==> src/rtl/serial_adder_n.sv <==
// Bit-serial WIDTH-bit adder/subtractor: one operand bit per clock, LSB first,
// with a one-cycle Done pulse and registered Sum/Cout/Ovf.
module serial_adder_n #(
    parameter int WIDTH = 8
) (
    input  logic             clk,
    input  logic             rst_n,
    input  logic             Start,
    input  logic             Sub,
    input  logic [WIDTH-1:0] A,
    input  logic [WIDTH-1:0] B,
    output logic             Busy,
    output logic             Done,
    output logic [WIDTH-1:0] Sum,
    output logic             Cout,
    output logic             Ovf
);

    localparam int CW = $clog2(WIDTH + 1);

    typedef enum logic [1:0] {
        IDLE,
        RUN,
        DONE
    } state_t;

    state_t           state_q, state_d;
    logic [WIDTH-1:0] a_q, a_d;
    logic [WIDTH-1:0] b_q, b_d;
    logic [WIDTH-1:0] res_q, res_d;
    logic [WIDTH-1:0] sum_q, sum_d;
    logic [CW-1:0]    cnt_q, cnt_d;
    logic             carry_q, carry_d;
    logic             cout_q, cout_d;
    logic             ovf_q, ovf_d;
    logic             busy_q, busy_d;
    logic             done_q, done_d;

    logic             bit_s;
    logic             bit_c;
    logic [WIDTH-1:0] res_next;

    always_comb begin
        bit_s    = a_q[0] ^ b_q[0] ^ carry_q;
        bit_c    = (a_q[0] & b_q[0]) | (a_q[0] & carry_q) | (b_q[0] & carry_q);
        res_next = (res_q >> 1) | (WIDTH'(bit_s) << (WIDTH - 1));

        state_d = state_q;
        a_d     = a_q;
        b_d     = b_q;
        res_d   = res_q;
        sum_d   = sum_q;
        cnt_d   = cnt_q;
        carry_d = carry_q;
        cout_d  = cout_q;
        ovf_d   = ovf_q;

        case (state_q)
            IDLE: begin
                if (Start) begin
                    a_d     = A;
                    b_d     = Sub ? ~B : B;
                    carry_d = Sub;
                    cnt_d   = '0;
                    state_d = RUN;
                end
            end
            RUN: begin
                a_d     = a_q >> 1;
                b_d     = b_q >> 1;
                carry_d = bit_c;
                res_d   = res_next;
                cnt_d   = cnt_q + CW'(1);
                // The carry entering the MSB is the one still held in carry_q here.
                if (cnt_q == CW'(WIDTH - 1)) begin
                    sum_d   = res_next;
                    cout_d  = bit_c;
                    ovf_d   = carry_q ^ bit_c;
                    state_d = DONE;
                end
            end
            DONE: begin
                state_d = IDLE;
            end
            default: begin
                state_d = IDLE;
            end
        endcase

        busy_d = (state_d != IDLE);
        done_d = (state_d == DONE);
    end

    always_ff @(posedge clk or negedge rst_n) begin
        if (!rst_n) begin
            state_q <= IDLE;
            a_q     <= '0;
            b_q     <= '0;
            res_q   <= '0;
            sum_q   <= '0;
            cnt_q   <= '0;
            carry_q <= 1'b0;
            cout_q  <= 1'b0;
            ovf_q   <= 1'b0;
            busy_q  <= 1'b0;
            done_q  <= 1'b0;
        end else begin
            state_q <= state_d;
            a_q     <= a_d;
            b_q     <= b_d;
            res_q   <= res_d;
            sum_q   <= sum_d;
            cnt_q   <= cnt_d;
            carry_q <= carry_d;
            cout_q  <= cout_d;
            ovf_q   <= ovf_d;
            busy_q  <= busy_d;
            done_q  <= done_d;
        end
    end

    assign Busy = busy_q;
    assign Done = done_q;
    assign Sum  = sum_q;
    assign Cout = cout_q;
    assign Ovf  = ovf_q;

endmodule

==> config.mk <==
export PLATFORM = sky130hd
export DESIGN_NAME = serial_adder_n
export DESIGN_NICKNAME = d
export VERILOG_FILES = /design/src/rtl/serial_adder_n.sv
export SDC_FILE = /design/constraint.sdc
export NUM_CORES = 1
export LEC_CHECK = 0
export CELL_PAD_IN_SITES_DETAIL_PLACEMENT = 1
export CELL_PAD_IN_SITES_GLOBAL_PLACEMENT = 1
export CORE_MARGIN = 2
export CORE_UTILIZATION = 40
export CTS_CLUSTER_DIAMETER = 80
export DETAILED_ROUTE_END_ITERATION = 16
export PLACE_DENSITY = 0.77
export SLEW_MARGIN = 20
export SYNTH_ARGS = -nofsm -noshare
export SYNTH_HDL_FRONTEND = slang
export SYNTH_SLANG_ARGS = --single-unit
==> constraint.sdc <==
create_clock -name clk -period 3.7 [get_ports clk]
set_input_delay 0.74 -clock clk [delete_from_list [all_inputs] [get_ports clk]]
set_output_delay 0.74 -clock clk [all_outputs]
set_load 0.005 [all_outputs]
==> key figures, run 1 <==
Outcome
  • Status: finished clean

Logic synthesis
  • Yosys reg bits: 42
  • Yosys top cell area share: between 50% and 60%
  • Unique masters post-synth: 30
  • Syn Inst Count: 178
  • Leading area contributor after synthesis: dfrtp_1
  • Largest family of logic cells by synthesized area: compound AO/OA/AOI/OAI gates
  • Async set-reset flop share out of synthesis: 100%
  • Syn avg cell area: between 10 and 15 um2
  • Mux cell area share after synthesis: just under 6%
  • Mapped Nets: 200
  • Mapped cell area: 1900 um2
  • EDFF count, synth: 0
  • Sequential area share after synthesis: 55.2%
  • Top cells by area, synth: dfrtp_1 55%, nand2_1 7.3%, mux2_2 5.9%
  • XOR/XNOR share of the synthesized area: just over 4%
  • Post-Synth Adder-Cell Area: 1.71%
  • Synth Area in Compound Gates: around 15%
  • Syn. warnings: 0
  • Post-Synth Simple-Gate Area: 14.1%
  • Synth Flop Type: dfrtp_1

Setup path
  • Delay-heaviest family, CP: simple AND/OR/NAND/NOR gates
  • Crit-path max FO: 22
  • Crit path DAT: between 2000 and 2500 ps
  • End of the worst register-to-register path: Sum[7]$_DFFE_PN0P_
  • Setup CP Type: flop to flop
  • Crit path cell chain: nand2b_1 > nor3_4 > mux2_2
  • Reg2reg start: state_q[0]$_DFF_PN0_
  • WP buf/inv: 0
  • R2R depth: 3
  • R2r setup slk: 1380 ps
  • Startpoint types: flop
  • Crit-path max cell delay: a little under 800 ps
  • Critical path endpoint category: flop
  • CP required: roughly 3900 ps
  • CP max stage cell: dfrtp_1

Drt
  • Iter 0 DRT Violations: 39
  • Average wire per standard cell: between 15 and 20 um
  • Routed Antenna Nets: 0
  • DRT Pass-1 Iters: 4
  • Routed vias/inst: 5.48
  • Drt drc: 0
  • Final WL: 4410 um
  • Via count: between 1,000 and 1,500

Timing
  • Worst Skew: 5.93 ps
  • Final Hold Vio Count: 0
  • Final TNS setup: 0 ps
  • Final setup viols: 0
  • Max-slew violation count: 0
  • Worst Tran Pin Value: between 900 and 1000 ps
  • PnR worst setup slack: 1380 ps
  • Final Critical Period: 2320 ps
  • Hold slack: 493 ps
  • Slew HR: a little under two fifths
  • Period utilization: ~63%
  • Fmax achieved: approximately 430 MHz
  • RSZ-0062 raised after global routing: false

Layout
  • Core Util, Final: 49.5%
  • N_diodes: 0
  • Filler cell count: 508
  • Final instance area: around 2300 um2
  • Non-Filler Instances: between 200 and 300
  • Ratio of cells with drive above 1 in the final layout: between 10% and 20%
  • Most common cell after layout, fill and taps aside: dfrtp_1
  • # nets final: roughly 230
  • Most frequent cells in the layout: 42 x dfrtp_1, 37 x nand2_1, 30 x clkdlybuf4s50_1
  • Area Overhead vs Synth: 21.3%

CTS
  • Clk buf depth: 2
  • H-tree depth: 2
  • Hold-fix buffers, CTS: 0
  • Num CTS Buffers: 5
  • CTS resizes: 0
  • Num Clock Sinks: between 40 and 50
  • CTS tree: done
  • Root Buffer Master: clkbuf_8
  • Worst skew pair latency: approximately 290 ps
  • Clock transition at the registers of the reported paths: ~70 ps
  • Post-CTS Setup Inserts: 0

Placed design
  • DP Wirelength: just over 3000 um
  • Placed cell count: approximately 250
  • IO Port Bufs: 31
  • Pre-CTS WS: slightly above 1000 ps
  • RePlAce Congestion: approximately 0.73
  • Post-DP Area: between 2000 and 2500 um2

Power and ir drop
  • Cell Pwr Density: roughly 720 nW/um2
  • Peak supply drop: approximately 0.26 mV
  • Pwr Total: around 1.7 mW
  • LEAKAGE: ~1.0 nW

Min path
  • Hold Path Class: flop to flop
  • Worst Hold Endpoint: res_q[1]$_DFFE_PN0P_
  • Hold Path Stages: 2
  • Hold_sp: res_q[1]$_DFFE_PN0P_

GRT
  • First-pass GRT wire length: approximately 7000 um
  • Vias in the first global route: approximately 1,500
  • Total GRT Usage: 17.7%
  • Largest net degree at the start of global routing: between 40 and 50
  • Routing usage on met2: about a third
  • GRT busiest layer: met2
  • Antenna violations before repair: 0
  • Overflow after GRT: 0
  • GR Util met3: approximately 2.9%
  • M1 GR Usage: about a fifth

Run
  • Max Cap Viol: 0

Floorplan
  • Die height: ~73 um
  • Initial cell density of the core: between 40% and 50%
  • Ports: 32
  • Die area: 5330 um2
  • Num rows: 25
  • Die width: around 73 um
  • CORE AREA: roughly 4700 um2
-- metal layers --
metal,vias to the layer above,share of wire [%]
met5,-,0
met4,0,1.5
met3,7,3.2
met2,30,53
met1,719,42
li1,669,-
-- worst reg2reg max path, cell delays in order (launching register included) --
cell      delay [ps]
dfrtp_1          790
nand2b_1         430
nor3_4           570
mux2_2           410
-- worst max path at each step --
stage	endpoint	from	slack [ps]	cells past startpoint
final	Sum[7]$_DFFE_PN0P_	state_q[0]$_DFF_PN0_	1380	3
after global routing	Sum[7]$_DFFE_PN0P_	state_q[0]$_DFF_PN0_	1200	3
after CTS	a_q[6]$_DFFE_PN0P_	Start	1350	4
after detailed placement	a_q[6]$_DFFE_PN0P_	Start	1030	4
after global placement	carry_q$_DFFE_PN0P_	Start	1250	4
after floorplan	b_q[5]$_DFFE_PN0P_	Start	2190	4
-- synth_stat cells (2+ instances only) --
cell	n
buf_6	2
nor2_1	3
xor2_1	2
a21oi_1	10
o21ai_0	14
o221ai_1	4
xnor2_1	7
nor2b_1	11
dfrtp_1	42
o211ai_1	2
a22oi_1	10
buf_2	5
nand2_1	37
clkbuf_1	4
mux2_2	10
-- final cells by class --
type / count / area (um2) / area share (%)
clock buffers: 7 / 86.3 / 3.74
repair buffers: 32 / 313 / 13.6
inverters: 1 / 3.75 / 0.163
clock inverters: 1 / 5.00 / 0.217
multi-input cells: 123 / 782 / 33.9
flip-flops and latches: 42 / 1050 / 45.5
well taps: 54 / 67.6 / 2.93
-- report_power, final --
part / total [mW] / internal [mW] / switching (mW)
clock network: 0.305 / 0.151 / 0.154
logic: 0.562 / 0.294 / 0.268
registers: 0.800 / 0.634 / 0.166
-- kinds of logic after synthesis --
kind of cell	count (synthesis)
adder cells (fa/ha/maj)	2
buffers and inverters	13
XOR/XNOR	9
flip-flops	42
AND/OR/NAND/NOR	57
multiplexers	10
AO/OA/AOI/OAI	45
-- flip-flops by register name (all words and copies together), names as in the netlist --
name	flops
carry_q	1
Cout	1
b_q	8
state_q	2
Busy	1
a_q	8
Done	1
Ovf	1
cnt_q	4
Sum	8
res_q	7
Note: power is estimated with default switching activity, not from simulation.
==> run 2: changes to the inputs <==
CORE_UTILIZATION = 37   (was 40)
PLACE_DENSITY = 0.75   (was 0.77)
clock period = 2.03 ns   (was 3.7 ns; I/O delays follow)
==> run 2 against run 1 <==
Routed wire length shrank 10%. Design area is 4.7% higher. Die area rose by 7.7%. Flip-flop and latch count stayed put. Final cell count is 10% higher. Via count increased by 2.0%. Sequential share of layout area down 2.0 points. Utilization decreased by 1.6 points. Hold slack worse by 410 ps. Worst setup slack got worse by 950 ps. Register-to-register slack lost 950 ps. Critical endpoint is now Sum[1]$_DFFE_PN0P_.
==> key figures, run 2 (synthesis gave the netlist of run 1 again) <==
Outcome
  • Status: finished clean

Drt
  • Final WL: 3960 um (-10%)
  • Routed Antenna Nets: 0 (unchanged)
  • Drt drc: 0 (unchanged)
  • DRT Pass-1 Iters: 4 (unchanged)
  • Average wire per standard cell: 13.8 um (-19%)
  • Iter 0 DRT Violations: 71 (+82%)
  • Via count: 1,454 (+2.0%)
  • Routed vias/inst: 5.07 (-7.6%)

Setup path
  • CP required: 2210 ps (-1670 ps)
  • Crit-path max FO: 6 (-73%)
  • Critical path endpoint category: flop
  • Crit path DAT: 1770 ps (-720 ps)
  • R2R depth: 5 (+2)
  • Startpoint types: flop
  • Setup CP Type: flop to flop

Min path
  • Hold Path Class: primary input to asynchronous set/reset pin

Layout
  • Core Util, Final: 47.9% (-1.6 points)
  • Most common cell after layout, fill and taps aside: dfrtp_1
  • # nets final: 239 (+5.3%)
  • Filler cell count: 574 (+13%)
  • N_diodes: 0 (unchanged)
  • Area Overhead vs Synth: 27.0%
  • Ratio of cells with drive above 1 in the final layout: 14.3% (+4.1 points)
  • Most frequent cells in the layout: 42 x dfrtp_1, 37 x nand2_1, 30 x clkdlybuf4s50_1
  • Final instance area: 2420 um2 (+4.7%)

Floorplan
  • Ports: 32 (unchanged)
  • Die area: 5730 um2 (+7.7%)
  • Num rows: 26 (+4.0%)
  • Die width: 75.7 um (+3.8%)
  • Die height: 75.7 um (+3.8%)
  • CORE AREA: 5040 um2 (+8.2%)
  • Initial cell density of the core: 37.7% (-3.1 points)

Timing
  • Slew HR: 60.6% (+22 points)
  • Hold slack: 79.9 ps (-414 ps)
  • Worst Skew: 5.40 ps (-0.534 ps)
  • Final Hold Vio Count: 0 (unchanged)
  • Final setup viols: 0 (unchanged)
  • RSZ-0062 raised after global routing: false
  • Max-slew violation count: 0 (unchanged)
  • Period utilization: 78.7% (+16 points)
  • Final TNS setup: 0 ps (unchanged)
  • Worst Tran Pin Value: 589 ps (-339 ps)
  • Final Critical Period: 1600 ps (-719 ps)
  • Fmax achieved: 626 MHz (+45%)
  • PnR worst setup slack: 432 ps (-951 ps)

CTS
  • Num Clock Sinks: 42 (unchanged)
  • Root Buffer Master: clkbuf_8
  • Post-CTS Setup Inserts: 0 (unchanged)
  • CTS resizes: 0 (unchanged)
  • Hold-fix buffers, CTS: 0 (unchanged)
  • Clock transition at the registers of the reported paths: 70 ps (about the same)
  • Worst skew pair latency: 290 ps (about the same)
  • Num CTS Buffers: 5 (unchanged)
  • H-tree depth: 2 (unchanged)
  • Clk buf depth: 2 (unchanged)
  • CTS tree: done

Placed design
  • RePlAce Congestion: 0.733 (+0.77%)
  • Pre-CTS WS: 249 ps (-785 ps)
  • Post-DP Area: 2340 um2 (+5.5%)
  • IO Port Bufs: 31 (unchanged)
  • DP Wirelength: 2890 um (-7.5%)

Power and ir drop
  • Reg power frac: 46.1% (-1.9 points)
  • Comb power frac: 37.5% (+3.8 points)
  • Sw Ratio: 33.8% (-1.5 points)
  • LEAKAGE: 1.06 nW (+5.4%)
  • Clock power frac: 16.4% (-1.9 points)
  • Peak supply drop: 0.459 mV (+75%)
  • Int Pwr: 2.00 mW (+85%)
  • Cell Pwr Density: 1250 nW/um2 (+73%)
  • Net Switching: 1.02 mW (+73%)

GRT
  • Overflow after GRT: 0 (unchanged)
  • Total GRT Usage: 16.3% (-1.4 points)
  • Vias in the first global route: 1,492 (-1.8%)
  • Antenna violations before repair: 0 (unchanged)
  • First-pass GRT wire length: 6950 um (-3.1%)
  • Largest net degree at the start of global routing: 43 (unchanged)

Run
  • Max Cap Viol: 0 (unchanged)
==> run 2: changes by cell type in the layout (fill, tap and decap cells not counted) <==
| cell | delta |
|---|---|
| clkbuf_1 | +1 |
| clkinv_2 | -1 |
| buf_4 | +11 |
| clkbuf_8 | -1 |
| buf_12 | +1 |
==> run 2: layout make-up <==
type	count	area (um2)	share of cell area [%]
Clock buffer	7	76.3	3.16
Inverter	1	3.75	0.155
Multi-Input combinational cell	123	782	32.4
Sequential cell	42	1050	43.5
Tap cell	70	87.6	3.63
Timing Repair Buffer	44	415	17.2
==> run 2: path summary, 6_finish.rpt <==
kind	start	end	slack (ps)
worst max-delay path	cnt_q[0]$_DFFE_PN0P_	Sum[1]$_DFFE_PN0P_	430
min in group clk	res_q[1]$_DFFE_PN0P_	res_q[1]$_DFFE_PN0P_	500
worst min-delay path	rst_n	res_q[2]$_DFFE_PN0P_	80
max in group asynchronous	rst_n	res_q[6]$_DFFE_PN0P_	1740
worst min register to register	res_q[1]$_DFFE_PN0P_	res_q[1]$_DFFE_PN0P_	500
worst max register to register	cnt_q[0]$_DFFE_PN0P_	Sum[1]$_DFFE_PN0P_	430
==> run 2: critical path, stage by stage (launching register included) <==
cell     delay, ps
dfrtp_1        420
ha_1           220
nand2_1        130
nor3_4         210
buf_4          180
mux2_2         330
==> run 2: metrics by stage <==
stage,std cells,power [mW]
final,287,3.02
after global placement,280,2.50
after detailed placement,280,2.57
after global routing,287,3.30
after CTS,287,3.08
after floorplan,178,2.06
==> run 2: metal layers <==
metal  vias up  GRT usage (%)  routed length (um)
met5         -              0                   0
met4         0           6.63                  74
met3         8           3.84                 141
met2        30           26.4                1970
met1       727           21.1                1770
li1        689              -                   -
==> run 2: power groups by stage <==
stage / sequential (mW) / clock, mW / combinational (mW)
final: 1.39 / 0.496 / 1.13
after global routing: 1.44 / 0.558 / 1.31
after CTS: 1.40 / 0.524 / 1.16
after detailed placement: 1.41 / 0 / 1.16
after global placement: 1.40 / 0 / 1.10
after floorplan: 1.36 / 0 / 0.707
==> run 3: changes to the inputs <==
clock period = 1.3 ns   (was 2.03 ns; I/O delays follow)
==> run 3 against run 2 <==
The flow now finishes with violations (setup timing). Clock skew is 1.7 ps lower. Non-clock buffer count up 28. Hold slack improved by 380 ps. Flip-flop and latch count stayed put. Sequential power up 57%. Combinational power rose by 130%. Routed wire length grew 20%. Sequential share of layout area is 5.9 points lower. Largest cell class unchanged. Largest power group is now combinational logic. Highest routed layer unchanged.
==> key figures, run 3 (synthesis gave the netlist of run 1 again) <==
Outcome
  • Failing checks: setup timing
  • Status: complete, but fails checks

Layout
  • Non-Filler Instances: 316 (+10%)
  • Most common cell after layout, fill and taps aside: dfrtp_1
  • Core Util, Final: 55.4% (+7.5 points)
  • N_diodes: 0 (unchanged)
  • Final instance area: 2800 um2 (+16%)
  • Ratio of cells with drive above 1 in the final layout: 31.3% (+17 points)
  • # nets final: 267 (+12%)
  • Area Overhead vs Synth: 46.9%
  • Filler cell count: 561 (-2.3%)
  • Most frequent cells in the layout: 41 x dfrtp_1, 36 x nand2_1, 35 x buf_4

CTS
  • Num Clock Sinks: 42 (unchanged)
  • Clock transition at the registers of the reported paths: 80 ps (about the same)
  • Clk buf depth: 2 (unchanged)
  • H-tree depth: 2 (unchanged)
  • CTS tree: done
  • Worst skew pair latency: 290 ps (about the same)
  • Num CTS Buffers: 5 (unchanged)
  • Root Buffer Master: clkbuf_8

Setup path
  • Crit-path max cell delay: 400 ps (-20 ps)
  • Delay-heaviest family, CP: flip-flops
  • Setup CP Type: flop to flop
  • Crit path DAT: 1580 ps (-190 ps)
  • R2R depth: 5 (unchanged)
  • Reg2reg start: cnt_q[0]$_DFFE_PN0P_
  • CP max stage cell: dfrtp_1
  • Startpoint types: flop
  • R2r setup slk: -90 ps (-530 ps)
  • CP required: 1490 ps (-720 ps)
  • End of the critical path: Sum[0]$_DFFE_PN0P_
  • Crit path cell chain: ha_4 > nand2_4 > nor3_4 > buf_6 > mux2_2
  • Critical path endpoint category: flop
  • WP buf/inv: 1 (unchanged)
  • CP Depth: 5 (unchanged)
  • Crit-path max FO: 6 (unchanged)
  • End of the worst register-to-register path: Sum[0]$_DFFE_PN0P_
  • CP startpoint: cnt_q[0]$_DFFE_PN0P_

GRT
  • Vias in the first global route: 1,609 (+7.8%)
  • Total GRT Usage: 18.0% (+1.7 points)
  • Overflow after GRT: 0 (unchanged)
  • Antenna violations before repair: 0 (unchanged)
  • First-pass GRT wire length: 7620 um (+9.7%)
  • Largest net degree at the start of global routing: 43 (unchanged)

Timing
  • Final TNS setup: -877 ps (-877 ps)
  • Slew HR: 82.2% (+22 points)
  • Final Critical Period: 1390 ps (-204 ps)
  • Fmax achieved: 717 MHz (+15%)
  • Period utilization: 107% (+29 points)
  • RSZ-0062 raised after global routing: true
  • Worst Skew: 3.65 ps (-1.75 ps)
  • Max-slew violation count: 0 (unchanged)
  • Final Hold Vio Count: 0 (unchanged)
  • Final setup viols: 17 (+17)
  • PnR worst setup slack: -93.8 ps (-526 ps)
  • Worst Tran Pin Value: 264 ps (-325 ps)

Floorplan
  • Initial cell density of the core: 37.7% (unchanged)
  • Die width: 75.7 um (unchanged)
  • Ports: 32 (unchanged)
  • Num rows: 26 (unchanged)
  • CORE AREA: 5040 um2 (unchanged)
  • Die height: 75.7 um (unchanged)
  • Die area: 5730 um2 (unchanged)

Power and ir drop
  • Peak supply drop: 0.965 mV (+110%)
  • LEAKAGE: 1.30 nW (+23%)
  • Cell Pwr Density: 2070 nW/um2 (+66%)

Drt
  • Final WL: 4740 um (+20%)
  • Average wire per standard cell: 15.0 um (+8.7%)
  • Drt drc: 0 (unchanged)
  • Iter 0 DRT Violations: 83 (+17%)
  • DRT Pass-1 Iters: 4 (unchanged)
  • Via count: 1,584 (+8.9%)
  • Routed Antenna Nets: 0 (unchanged)
  • Routed vias/inst: 5.01 (-1.1%)

Placed design
  • RePlAce Congestion: 0.744 (+1.6%)
  • Placed cell count: 296 (+5.7%)
  • IO Port Bufs: 31 (unchanged)
  • Post-DP Area: 2470 um2 (+5.7%)
  • DP Wirelength: 3080 um (+6.6%)

Run
  • Max Cap Viol: 0 (unchanged)

Min path
  • Hold Path Class: primary input to asynchronous set/reset pin
[run 3: changes by cell type in the layout (fill, tap and decap cells not counted), moves of 4 or more]
cell / previous run / this run
buf_6: 0 / 4
o221ai_1: 4 / 0
o21ai_0: 14 / 9
buf_4: 12 / 35
mux2_4: 0 / 8
clkdlybuf4s50_1: 30 / 18
o221ai_2: 0 / 4
mux2_2: 10 / 2
o21ai_1: 0 / 5
dlygate4sd2_1: 0 / 12
[run 3: cell type report]
class | count | area (um2) | area share [%]
Clock buffer | 5 | 68.8 | 2.46
Sequential cell | 42 | 1050 | 37.6
Inverter | 1 | 3.75 | 0.134
Clock inverter | 3 | 40.0 | 1.43
Tap cell | 70 | 87.6 | 3.13
Timing Repair Buffer | 72 | 628 | 22.5
Multi-Input combinational cell | 123 | 915 | 32.7
[run 3: worst min path at each step]
| stage | startpoint | end | slack (ps) |
|---|---|---|---|
| after floorplan | rst_n | Busy$_DFF_PN0_ | -40 |
| after global placement | rst_n | Sum[0]$_DFFE_PN0P_ | 250 |
| after detailed placement | rst_n | Sum[0]$_DFFE_PN0P_ | 260 |
| after CTS | rst_n | Sum[0]$_DFFE_PN0P_ | 470 |
| after global routing | rst_n | Sum[0]$_DFFE_PN0P_ | 490 |
| final | rst_n | res_q[1]$_DFFE_PN0P_ | 460 |
[run 3: stage by stage]
step | hold WS (ps) | setup WS (ps) | power (mW)
2_1_floorplan | -35.6 | -113 | 3.25
3_3_place_gp | 254 | -219 | 4.22
3_5_place_dp | 259 | -269 | 4.35
4_1_cts | 470 | -104 | 5.69
5_1_grt | 489 | -148 | 6.21
6_report | 463 | -93.8 | 5.79
[run 3: layer usage]
layer | routed length [um] | share of wire (%) | GRT usage (%) | vias up
met1 | 2040 | 43 | 23.5 | 797
met4 | 34 | 0.72 | 4.68 | 0
met5 | 0 | 0 | 0 | -
met3 | 153 | 3.2 | 4.76 | 5
li1 | - | - | - | 746
met2 | 2520 | 53 | 29.9 | 36
[run 3: where the power goes]
group | total, mW | switching (mW) | internal [mW]
Clock | 1.02 | 0.455 | 0.565
Sequential | 2.18 | 0.361 | 1.82
Combinational | 2.60 | 1.14 | 1.46
Total | 5.79 | 1.95 | 3.84
[run 3: tightest hold or removal path: cells and delay by family]
family | cells | cell delay (ps)
buffers and inverters | 3 | 870
[run 3: what timing repair did]
item	CTS	global route
hold buffers	1	0
pin swaps	4	4
gates cloned	0	1
buffers inserted	9	1
setup endpoints to repair	33	30
resized for setup	34	16
endpoints found under the hold margin	42	0
